`src/rtl/volume_ramp.sv`:
```
// Volume level slew controller: debounced buttons and HPS writes set a target level,
// and the applied level steps toward it once every RAMP_SAMPLES audio frames, with a mute ramp.
module volume_ramp #(
  parameter int unsigned MAX_LEVEL       = 40,
  parameter int unsigned UNITY_LEVEL     = 20,
  parameter int unsigned MUTE_CODE       = 63,
  parameter int unsigned RAMP_SAMPLES    = 48,
  parameter int unsigned DEBOUNCE_CYCLES = 500000
) (
  input  logic        CLK,
  input  logic        RESET,
  input  logic        sample_ready,
  input  logic [31:0] hps_target,
  input  logic        hps_target_valid,
  input  logic        btn_up,
  input  logic        btn_down,
  input  logic        btn_mute,
  output logic [31:0] vol_level_out,
  output logic        at_target,
  output logic        muted
);

  localparam logic [1:0] ST_NORMAL = 2'd0;
  localparam logic [1:0] ST_MUTING = 2'd1;
  localparam logic [1:0] ST_MUTED  = 2'd2;

  localparam int unsigned CW  = (RAMP_SAMPLES > 1) ? $clog2(RAMP_SAMPLES) : 1;
  localparam int unsigned DBW = $clog2(DEBOUNCE_CYCLES);

  localparam logic [CW-1:0]  CNT_LAST = CW'(RAMP_SAMPLES - 1);
  localparam logic [DBW-1:0] DB_LAST  = DBW'(DEBOUNCE_CYCLES - 1);
  localparam logic [5:0]     MAXL     = 6'(MAX_LEVEL);
  localparam logic [5:0]     UNITY    = 6'(UNITY_LEVEL);
  localparam logic [5:0]     MUTEC    = 6'(MUTE_CODE);

  // Button order in all vectors: [0]=up, [1]=down, [2]=mute.
  logic [2:0]     w_raw;
  logic [2:0]     r_sync1;
  logic [2:0]     r_sync2;
  logic [2:0]     r_db;
  logic [2:0]     r_db_d;
  logic [DBW-1:0] r_dbcnt [3];
  logic [2:0]     w_press;

  logic [5:0]     r_tgt;
  logic [5:0]     r_cur;
  logic [1:0]     r_state;
  logic [CW-1:0]  r_cnt;
  logic [5:0]     r_vol;
  logic           r_at;
  logic           r_muted;

  logic [5:0]     w_tgt_nxt;
  logic [5:0]     w_cur_nxt;
  logic [1:0]     w_state_nxt;
  logic [CW-1:0]  w_cnt_nxt;
  logic [5:0]     w_eff;
  logic           w_hold;
  logic           w_step;
  logic           w_up;
  logic           w_down;
  logic           w_mute;

  assign w_raw = {btn_mute, btn_down, btn_up};

  always_ff @(posedge CLK or negedge RESET) begin
    if (!RESET) begin
      r_sync1 <= '0;
      r_sync2 <= '0;
      r_db    <= '0;
      r_db_d  <= '0;
      for (int unsigned i = 0; i < 3; i++) begin
        r_dbcnt[i] <= '0;
      end
    end else begin
      r_sync1 <= w_raw;
      r_sync2 <= r_sync1;
      r_db_d  <= r_db;
      // The debounced value flips only after DEBOUNCE_CYCLES consecutive disagreeing cycles.
      for (int unsigned i = 0; i < 3; i++) begin
        if (r_sync2[i] != r_db[i]) begin
          if (r_dbcnt[i] == DB_LAST) begin
            r_db[i]    <= r_sync2[i];
            r_dbcnt[i] <= '0;
          end else begin
            r_dbcnt[i] <= r_dbcnt[i] + 1'b1;
          end
        end else begin
          r_dbcnt[i] <= '0;
        end
      end
    end
  end

  assign w_press = r_db & ~r_db_d;
  assign w_up    = w_press[0];
  assign w_down  = w_press[1];
  assign w_mute  = w_press[2];

  always_comb begin
    w_tgt_nxt = r_tgt;
    if (hps_target_valid) begin
      w_tgt_nxt = (hps_target > MAX_LEVEL) ? MAXL : hps_target[5:0];
    end else if (w_up && !w_down) begin
      if (r_tgt < MAXL) w_tgt_nxt = r_tgt + 6'd1;
    end else if (w_down && !w_up) begin
      if (r_tgt != '0) w_tgt_nxt = r_tgt - 6'd1;
    end
  end

  always_comb begin
    w_eff     = (r_state == ST_NORMAL) ? r_tgt : '0;
    // MUTING keeps counting at level 0 so it can reach its MUTED step boundary.
    w_hold    = (r_state != ST_MUTING) && (r_cur == w_eff);
    w_step    = sample_ready && !w_hold && (r_cnt == CNT_LAST);
    w_cnt_nxt = r_cnt;
    if (w_hold) begin
      w_cnt_nxt = '0;
    end else if (sample_ready) begin
      w_cnt_nxt = w_step ? '0 : r_cnt + 1'b1;
    end
    w_cur_nxt = r_cur;
    if (w_step) begin
      if (r_cur < w_eff) begin
        w_cur_nxt = r_cur + 6'd1;
      end else if (r_cur > w_eff) begin
        w_cur_nxt = r_cur - 6'd1;
      end
    end
  end

  always_comb begin
    w_state_nxt = r_state;
    case (r_state)
      ST_NORMAL: if (w_mute) w_state_nxt = ST_MUTING;
      ST_MUTING: begin
        if (w_mute) begin
          w_state_nxt = ST_NORMAL;
        end else if (w_step && (w_cur_nxt == '0)) begin
          w_state_nxt = ST_MUTED;
        end
      end
      ST_MUTED:  if (w_mute) w_state_nxt = ST_NORMAL;
      default:   w_state_nxt = ST_NORMAL;
    endcase
  end

  // Outputs are registered from next-state values so they move with the state they describe.
  always_ff @(posedge CLK or negedge RESET) begin
    if (!RESET) begin
      r_tgt   <= UNITY;
      r_cur   <= UNITY;
      r_state <= ST_NORMAL;
      r_cnt   <= '0;
      r_vol   <= UNITY;
      r_at    <= 1'b1;
      r_muted <= 1'b0;
    end else begin
      r_tgt   <= w_tgt_nxt;
      r_cur   <= w_cur_nxt;
      r_state <= w_state_nxt;
      r_cnt   <= w_cnt_nxt;
      r_vol   <= (w_state_nxt == ST_MUTED) ? MUTEC : w_cur_nxt;
      r_at    <= ((w_state_nxt == ST_NORMAL) && (w_cur_nxt == w_tgt_nxt)) ||
                 (w_state_nxt == ST_MUTED);
      r_muted <= (w_state_nxt == ST_MUTED);
    end
  end

  assign vol_level_out = {26'b0, r_vol};
  assign at_target     = r_at;
  assign muted         = r_muted;

endmodule
```
`config.mk`:
```
export PLATFORM = sky130hd
export DESIGN_NAME = volume_ramp
export DESIGN_NICKNAME = d
export VERILOG_FILES = /design/src/rtl/volume_ramp.sv
export SDC_FILE = /design/constraint.sdc
export NUM_CORES = 1
export LEC_CHECK = 0
export BUFFER_PORTS_ARGS = -buffer_cell sky130_fd_sc_hd__buf_4
export CAP_MARGIN = 20
export CORE_MARGIN = 1
export CORE_UTILIZATION = 40
export DETAILED_ROUTE_END_ITERATION = 10
export MAX_ROUTING_LAYER = met4
export PLACE_DENSITY_LB_ADDON = 0.08
export SLEW_MARGIN = 20
export SYNTH_ARGS = -nofsm -noshare
export SYNTH_HDL_FRONTEND = slang
export SYNTH_SLANG_ARGS = --single-unit
```
`constraint.sdc`:
```
create_clock -name CLK -period 4.3 [get_ports CLK]
set_input_delay 0.215 -clock CLK [delete_from_list [all_inputs] [get_ports CLK]]
set_output_delay 0.215 -clock CLK [all_outputs]
set_load 0.05 [all_outputs]
```
Yosys cells after proc, flatten, opt, wreduce, memory -nomap -nowiden
Cells that the tools add are included.
- memories kept: 0
- flip-flop bits (word level): 97
- ROM bits: 0
- memory bits (writable): 0
- latch bits: 0
- logic and storage cells: 87
- input bits: 39
- output and inout port bits: 34
- multiplexer cells: 25
- magnitude comparators: 4
- equal/unequal tests: 13
- reductions and logical operators: 19
- bitwise operators: 2
- add/subtract/negate cells: 8
- div/mod/pow operators: 0
- shift operators: 0
- multipliers: 0
- operators by type and width (operator ; number):
    two-way mux 19 bit ; 6
    two-way mux 6 bit ; 14
    adder 19 x 1 -> 19 bit (second input constant) ; 3
    == test 19 bit (second input constant) ; 3
    greater-than comparator 32 x 6 -> 1 bit (second input constant) ; 1
    adder 6 x 1 -> 6 bit (second input constant) ; 3
    == test 6 bit ; 2
    subtractor 6 x 1 -> 6 bit (second input constant) ; 2
    two-way mux 2 bit ; 4
    logical AND 1 bit ; 7
    == test 6 bit (second input constant) ; 1
    greater-than comparator 6 bit ; 1
    zero test 6 bit ; 1
    < comparator 6 bit ; 1
    < comparator 6 bit (second input constant) ; 1
    case mux 2 bit (3 select lines) ; 1
    AND reduction 2 bit ; 3
    nonzero test 6 bit ; 1
    == test 2 bit (second input constant) ; 2
    zero test 2 bit ; 2
    AND 3 bit ; 1
    zero test 1 bit ; 3
    != test 1 bit ; 3
    inverter 3 bit ; 1
    4 further kinds ; 4

Logic depth before layout (Yosys ltp)
Gate-level depths: netlist (run 1).
- word-level depth: 16
- mapped depth: 12
- gate-level depth less buffers: 11

Worst setup path before layout (run 1)
OpenSTA, ideal clock, no wires.
- kind: reg2reg
- from: reg r_state[1]
- to: reg r_at (netlist: at_target)
- buffers on the path: 1
- setup slack: 1.258 ns
- clock period less this slack: 3.042 ns
- cell stages (with the launch flop): 13
- data arrival time: 2.950 ns
- library setup time: 0.091 ns
- path through: dfrtp_1 > nor2_1 > nand2_1 > ha_1 > and4_1 > buf_6 > a311o_1 > or4_4 > a21o_1 > nand4b_4 > nor3_2 > o311ai_1 > o41ai_2
- longest elaborated chain between the ends: 16
- RTL lines (what ; RTL line ; RTL):
    from (decl) ; 47 ; logic [1:0] r_state;
    from (signal assigned) ; 161 ; r_state <= w_state_nxt;
    branches (longest 15 deep; another with greater-than comparator 6 bit) ; -- ;
    logical OR 1 bit (*) ; 164 ; r_at <= ((w_state_nxt == ST_NORMAL) && (w_cur_nxt == w_tgt_nxt)) ||
    to (signal assigned) ; 164 ;
    to (decl) ; 50 ; logic r_at;
Mark *: on every way between the ends.
A chain may end at the register's enable or synchronous reset.

Final worst setup path (run 1)
- from: reg r_state[1]
- to: reg r_at (netlist: at_target)
- longest elaborated chain between the ends: 16
- RTL lines (what ; RTL line ; RTL):
    branches (longest 7 deep; another with greater-than comparator 6 bit) ; -- ;
    two-way mux 6 bit (*) ; 123 ; if (w_step) begin
    via w_cur_nxt[5] ; 54 ; logic [5:0] w_cur_nxt;
    zero test 6 bit ; 139 ; end else if (w_step && (w_cur_nxt == '0)) begin
    logical AND 1 bit ; 139 ;
    two-way mux 2 bit ; 139 ;
    two-way mux 2 bit ; 137 ; if (w_mute) begin
    case mux 2 bit (3 select lines) ; 134 ; case (r_state)
    zero test 2 bit ; 164 ;
    logical AND 1 bit ; 164 ;
    logical OR 1 bit (*) ; 164 ;
Mark *: on every way through the listed nets, which the timed path passes.

==> results of run 1 <==
[power by group through the flow]
stage | Combinational (uW) | Sequential [uW] | Clock, uW
floorplan | 208 | 1020 | 0
global placement | 277 | 1020 | 0
detailed placement | 279 | 1020 | 0
CTS | 282 | 1000 | 757
global route | 310 | 1010 | 797
finish | 280 | 1000 | 725
[synthesized netlist by cell type, drive strengths merged, types with 6 or more instances]
cell,count,area (um^2)
nor4,10,77.57
dfstp,7,183.9
dfrtp,90,2252
clkbuf,9,33.78
and3,14,87.58
xnor2,23,201.4
nor2,77,289.0
nor3,13,70.07
nand2b,6,37.54
nand2,48,180.2
ha,15,187.7
xor2,37,331.6
o21ai,17,85.08
nand4,12,96.34
nor4b,6,52.55
buf,29,221.5
a21oi,13,65.06
inv,17,63.81
nand3,33,170.2
or3,8,50.05
[metal layers]
metal  wire length [um]  up-vias
li1                   -     1968
met3                272       14
met2               4941       60
met4                192        0
met1               5289     1868
met5                  0        -
[sequential cells by signal, summed over array words and instances (netlist names)]
name / cells
r_state: 2
at_target: 1
r_cnt: 6
r_vol: 6
muted: 1
r_cur: 6
r_tgt: 6
r_db: 3
r_dbcnt: 57
r_sync1: 3
r_db_d: 3
r_sync2: 3
[through the flow]
step / cell area (um^2) / setup slack, ns / util (%) / power (uW) / hold slack [ns]
detailed placement: 5774 / 0.9461 / 44.85 / 1297 / 0.3256
global placement: 5774 / 1.003 / 44.85 / 1293 / 0.3249
floorplan: 5461 / 1.258 / - / 1226 / -0.08059
global route: 6067 / 0.6148 / 47.12 / 2113 / 0.09645
finish: 6067 / 0.9347 / 47.12 / 2006 / -0.002199
CTS: 6067 / 0.9144 / 47.12 / 2039 / 0.04037
[critical path: stages (launching register included)]
cell,delay [ns]
dfrtp_1,0.47
nor2_1,0.28
nand2_1,0.10
ha_1,0.30
and4_1,0.30
a311oi_2,0.58
nand4_2,0.17
o22ai_2,0.18
xor2_2,0.34
nor3_2,0.10
o311ai_1,0.36
o41ai_2,0.09
[area by class of cell]
class	instances	area, um^2
tap	172	215.2
multi-input combinational	425	2706
clock inverter	1	5.005
timing repair buffer	50	382.9
clock buffer	15	257.7
inverter	17	63.81
fill	1206	6809
sequential	97	2436
[cell families after synthesis]
kind of cell | count (synthesis) | share of synthesized area, %
muxes | 5 | 1.002
AOI/OAI and AO/OA | 66 | 9.557
DFF | 97 | 45.38
buffers and inverters | 55 | 5.944
xor gates and xnor gates | 60 | 9.930
and+or+nand+nor | 253 | 24.62
other | 1 | 0.06986
adders and majority gates | 15 | 3.497
[worst max-delay path by stage]
stage	startpoint	slack, ns	to
2_1_floorplan	r_state[1]$_DFF_PN0_	1.26	at_target$_DFF_PN1_
3_3_place_gp	r_state[1]$_DFF_PN0_	1.00	at_target$_DFF_PN1_
3_5_place_dp	r_state[1]$_DFF_PN0_	0.95	at_target$_DFF_PN1_
4_1_cts	r_state[1]$_DFF_PN0_	0.91	at_target$_DFF_PN1_
5_1_grt	r_state[1]$_DFF_PN0_	0.61	r_vol[3]$_DFF_PN0_
6_report	r_state[1]$_DFF_PN0_	0.93	at_target$_DFF_PN1_
==> run metrics, run 1 <==
outcome=finished, violations left; failing checks=hold timing; estimated wirelength of the detail-placed design=7.851 mm; synthesized instance count=552; nature of the critical path endpoint=flop; Worst EP required=4.55 ns; commonest non-fill, non-tap cells in the layout=dfrtp_1 (90), nor2_1 (77), nand2_1 (48); Initial DRC Count=roughly 200; share of cells above drive strength 1=15.04%; Placer Congestion=0.8855; global-route wire length before repair=18.43 mm; Max-cap violations=0; Synth Cell Area=5368 um^2; crit share post-route=between 70% and 80%; post-synthesis sequential area ratio=45.38%; Max Slew Vio Count=0; initial antenna violation count=0; critical path arrival=3.62 ns; number of remaining DRC errors=0; row cnt=41; hold buffer count at CTS=3; CP max FO=8; Final Hold Fails=1; busiest grt layer=met2; # port buffers=46; Initial Util=41.69%; TritonCTS Buffers=9; Final #Nets=654; FF-to-FF End=at_target$_DFF_PN1_; Setup Skew=around 0.0065 ns; CTS sink cnt=between 90 and 100; number of detailed-route iterations in the first pass=4; Top-Level Pins=73; top_reg_cell synth=dfrtp_1; GRT overflow=0; Placed Cells=758; RSZ-0062 raised after global routing=no; Vias=3910; kind of critical path=reg2reg; CTS tree=done; Total Wirelength=around 11 mm; die width=117.8 um; FFs w/ async S/R, synth=100.0%; Pint=between 1000 and 1500 uW; core box area=12880 um^2; Clock H-tree levels=3; number of distinct library cells after synthesis=68; area growth from synthesis to layout=13.03%; worst slew pin tran=0.8992 ns; minimum clock period=3.365 ns; GRT Util Overall=16.87%; switching share of power=a little over a quarter; Post-CTS Resized=0; largest net degree at the start of global routing=roughly 70; M2 GR Usage=25.11%; P_leak=0.002656 uW; CP Launch Type=flop; Pwr per Cell Area=330.6 nW/um^2; Yosys reg bits=97; launching point of the worst reg2reg path=r_state[1]$_DFF_PN0_; clock root buffer=clkbuf_16; Max Clock Freq=0.2971 GHz; R2R cell count=11; DIE AREA=~14000 um^2; final setup vio count=0; post-route ant nets=0; Slew headroom=40.06%; Max rail drop VDD=0.0001676 V; met1 Usage GRT=between 20 and 25%; Die Y=117.8 um; met3 usage=2.907%; maximum root-to-sink buffer count=2; diodes inserted=0; Flop pwr share=49.9%; hold_ws=-0.002199 ns; Skew-Pair Late Insertion Delay=0.34 ns; vias in the first global route=approximately 3800; Synth Warn #=0; Clock Power Share=36.1%; setup bufs post-CTS=0; Comb power frac=14.0%; EDFF count, synth=0; R2R Setup Slk=between 0.9 and 1 ns; total negative setup slack=0 ns; fin cells=~780; Clock transition at path regs=0.06 ns; WL/cell=13.76 um; Hold WC Path Type=in2async; vias per cell=between 5 and 6; Mean Syn Cell Area=9.724 um^2; commonest non-fill, non-tap cell in the layout=dfrtp_1; sw power=544.4 uW
(Power assumes the default switching activity.)
==> run 2, diff against run 1 <==
clock period = 3.4 ns   (was 4.3 ns; I/O delays follow)
==> run metrics, run 2 (synthesized netlist as in run 1, its figures left out) <==
CTS sink cnt=between 90 and 100; vias in the first global route=around 3800; GRT overflow=0; R2R Setup Slk=0.23 ns; number of remaining DRC errors=0; diodes inserted=0; Worst EP required=3.64 ns; Clock Power Share=40.5%; CP max FO=8; clock root buffer=clkbuf_16; Hold WC Path Type=in2reg; commonest non-fill, non-tap cells in the layout=dfrtp_1 (90), nor2_1 (76), buf_4 (54); kind of critical path=reg2reg; Largest Register=r_dbcnt; Initial DRC Count=293; Comb power frac=13.3%; estimated wirelength of the detail-placed design=7.996 mm; crit share post-route=between 90% and 100%; Tot Pwr=2733 uW; GRT Util Overall=16.98%; area growth from synthesis to layout=15.78%; crit-path cells=nor2_4, nand2_1, ha_1, and4_1, a311o_1, or4_4, nand3_2, nand4b_4, nor3_2, o311ai_1, o41ai_2; DIE AREA=13890 um^2; Max Clock Freq=0.3156 GHz; CP max-delay cell=or4_4; number of detailed-route iterations in the first pass=4; TritonCTS Buffers=9; core box area=12880 um^2; Clock H-tree levels=3; Flop pwr share=46.2%; nature of the critical path endpoint=flop; Max rail drop VDD=0.0002169 V; outcome=completed; initial antenna violation count=0; Max Slew Vio Count=0; CP Capture Point=at_target$_DFF_PN1_; switching share of power=26.48%; Final Util=48.27%; Vias=3983; sw power=723.5 uW; Initial Util=about two fifths; maximum root-to-sink buffer count=2; Die Y=117.8 um; Total Wirelength=10.76 mm; commonest non-fill, non-tap cell in the layout=dfrtp_1; Placer Congestion=0.8878; CTS tree=done; max incr delay on CP=0.55 ns; Layout fillers=1241; critical path arrival=3.41 ns; Slew headroom=49.65%; Pint=2009 uW; largest net degree at the start of global routing=61; final setup vio count=0; Max-cap violations=0; row cnt=41; WL/cell=13.71 um; worst slew pin tran=0.7552 ns; die width=117.8 um; launching point of the worst reg2reg path=r_state[0]$_DFF_PN0_; Final Hold Fails=0; post-route ant nets=0; share of cells above drive strength 1=between 10% and 20%; vias per cell=between 5 and 6; CP Launch Type=flop; total negative setup slack=0 ns; FF-to-FF End=at_target$_DFF_PN1_; Clock transition at path regs=roughly 0.070 ns; Setup Skew=approximately 0.011 ns; fin cells=785; Pwr per Cell Area=439.7 nW/um^2; P_leak=between 0.002 and 0.003 uW; Largest register FFs=57; Placed Cells=approximately 770; Top-Level Pins=73; crit path from=r_state[0]$_DFF_PN0_; global-route wire length before repair=18.62 mm; Skew-Pair Late Insertion Delay=0.34 ns; R2R cell count=11; # port buffers=46; minimum clock period=3.168 ns; RSZ-0062 raised after global routing=no; Final #Nets=662
run 2: cell types whose count changed in the layout (fill, tap and decap cells not counted):
cell / previous run / this run
buf_4: 47 / 54
clkbuf_1: 5 / 1
nor2_1: 77 / 76
xor2_2: 1 / 0
inv_6: 0 / 2
clkinv_2: 1 / 0
dlygate4sd3_1: 3 / 4
xor2_4: 0 / 1
nor2_4: 0 / 1
bufinv_16: 0 / 2
clkinv_4: 0 / 1
run 2: critical path, delay by kind of cell (launching register included):
family	cells	cell delay, ns
compound gates	3	0.72
simple gates	7	1.59
fa+ha+maj	1	0.29
flops	1	0.47
run 2: timing repair:
action                     in CTS  in global routing
setup endpoints to repair       0                  9
hold endpoints to repair       55                  0
resized for setup               0                  3
buffers inserted                0                  0
hold buffers                    4                  0
run 2: per-layer routing:
metal,GRT usage (%),share of wire [%]
met5,-,0
met4,6.330,1.5
met3,2.713,2.5
met2,25.26,46
met1,23.26,50
run 2: layout make-up:
cell class	count	area (um^2)	share of cell area, %
clock buffer	11	242.7	3.906
timing repair buffer	58	445.4	7.167
multi-input combinational	425	2725	43.85
tap	172	215.2	3.463
clock inverter	5	86.33	1.389
sequential	97	2436	39.20
inverter	17	63.81	1.027
run 2: power by group through the flow:
stage	combinational [uW]	clock, uW	sequential (uW)
detailed placement	361	0	1290
CTS	366	1140	1260
global placement	358	0	1280
global route	399	1200	1270
finish	362	1110	1260
floorplan	263	0	1290
run 2: worst min path at each step:
stage               depth (start not counted)                   end     startpoint  slack [ns]
finish                                      2    r_tgt[2]$_DFF_PN1_  hps_target[2]        0.14
global route                                2    r_tgt[2]$_DFF_PN1_  hps_target[2]        0.12
CTS                                         2    r_tgt[2]$_DFF_PN1_  hps_target[2]        0.12
detailed placement                          1  r_sync1[1]$_DFF_PN0_       btn_down        0.28
global placement                            1  r_sync1[1]$_DFF_PN0_       btn_down        0.28
floorplan                                   0       muted$_DFF_PN0_          RESET       -0.13
run 2: per-stage QoR:
step           hold WS (ns)  cell area [um^2]  worst slack, ns
3_3_place_gp         0.2804              5827           0.2535
5_1_grt              0.1228              6215          0.03941
2_1_floorplan       -0.1256              5461           0.3585
3_5_place_dp         0.2809              5827           0.1124
6_report             0.1395              6215           0.2318
4_1_cts              0.1192              6196          0.08550
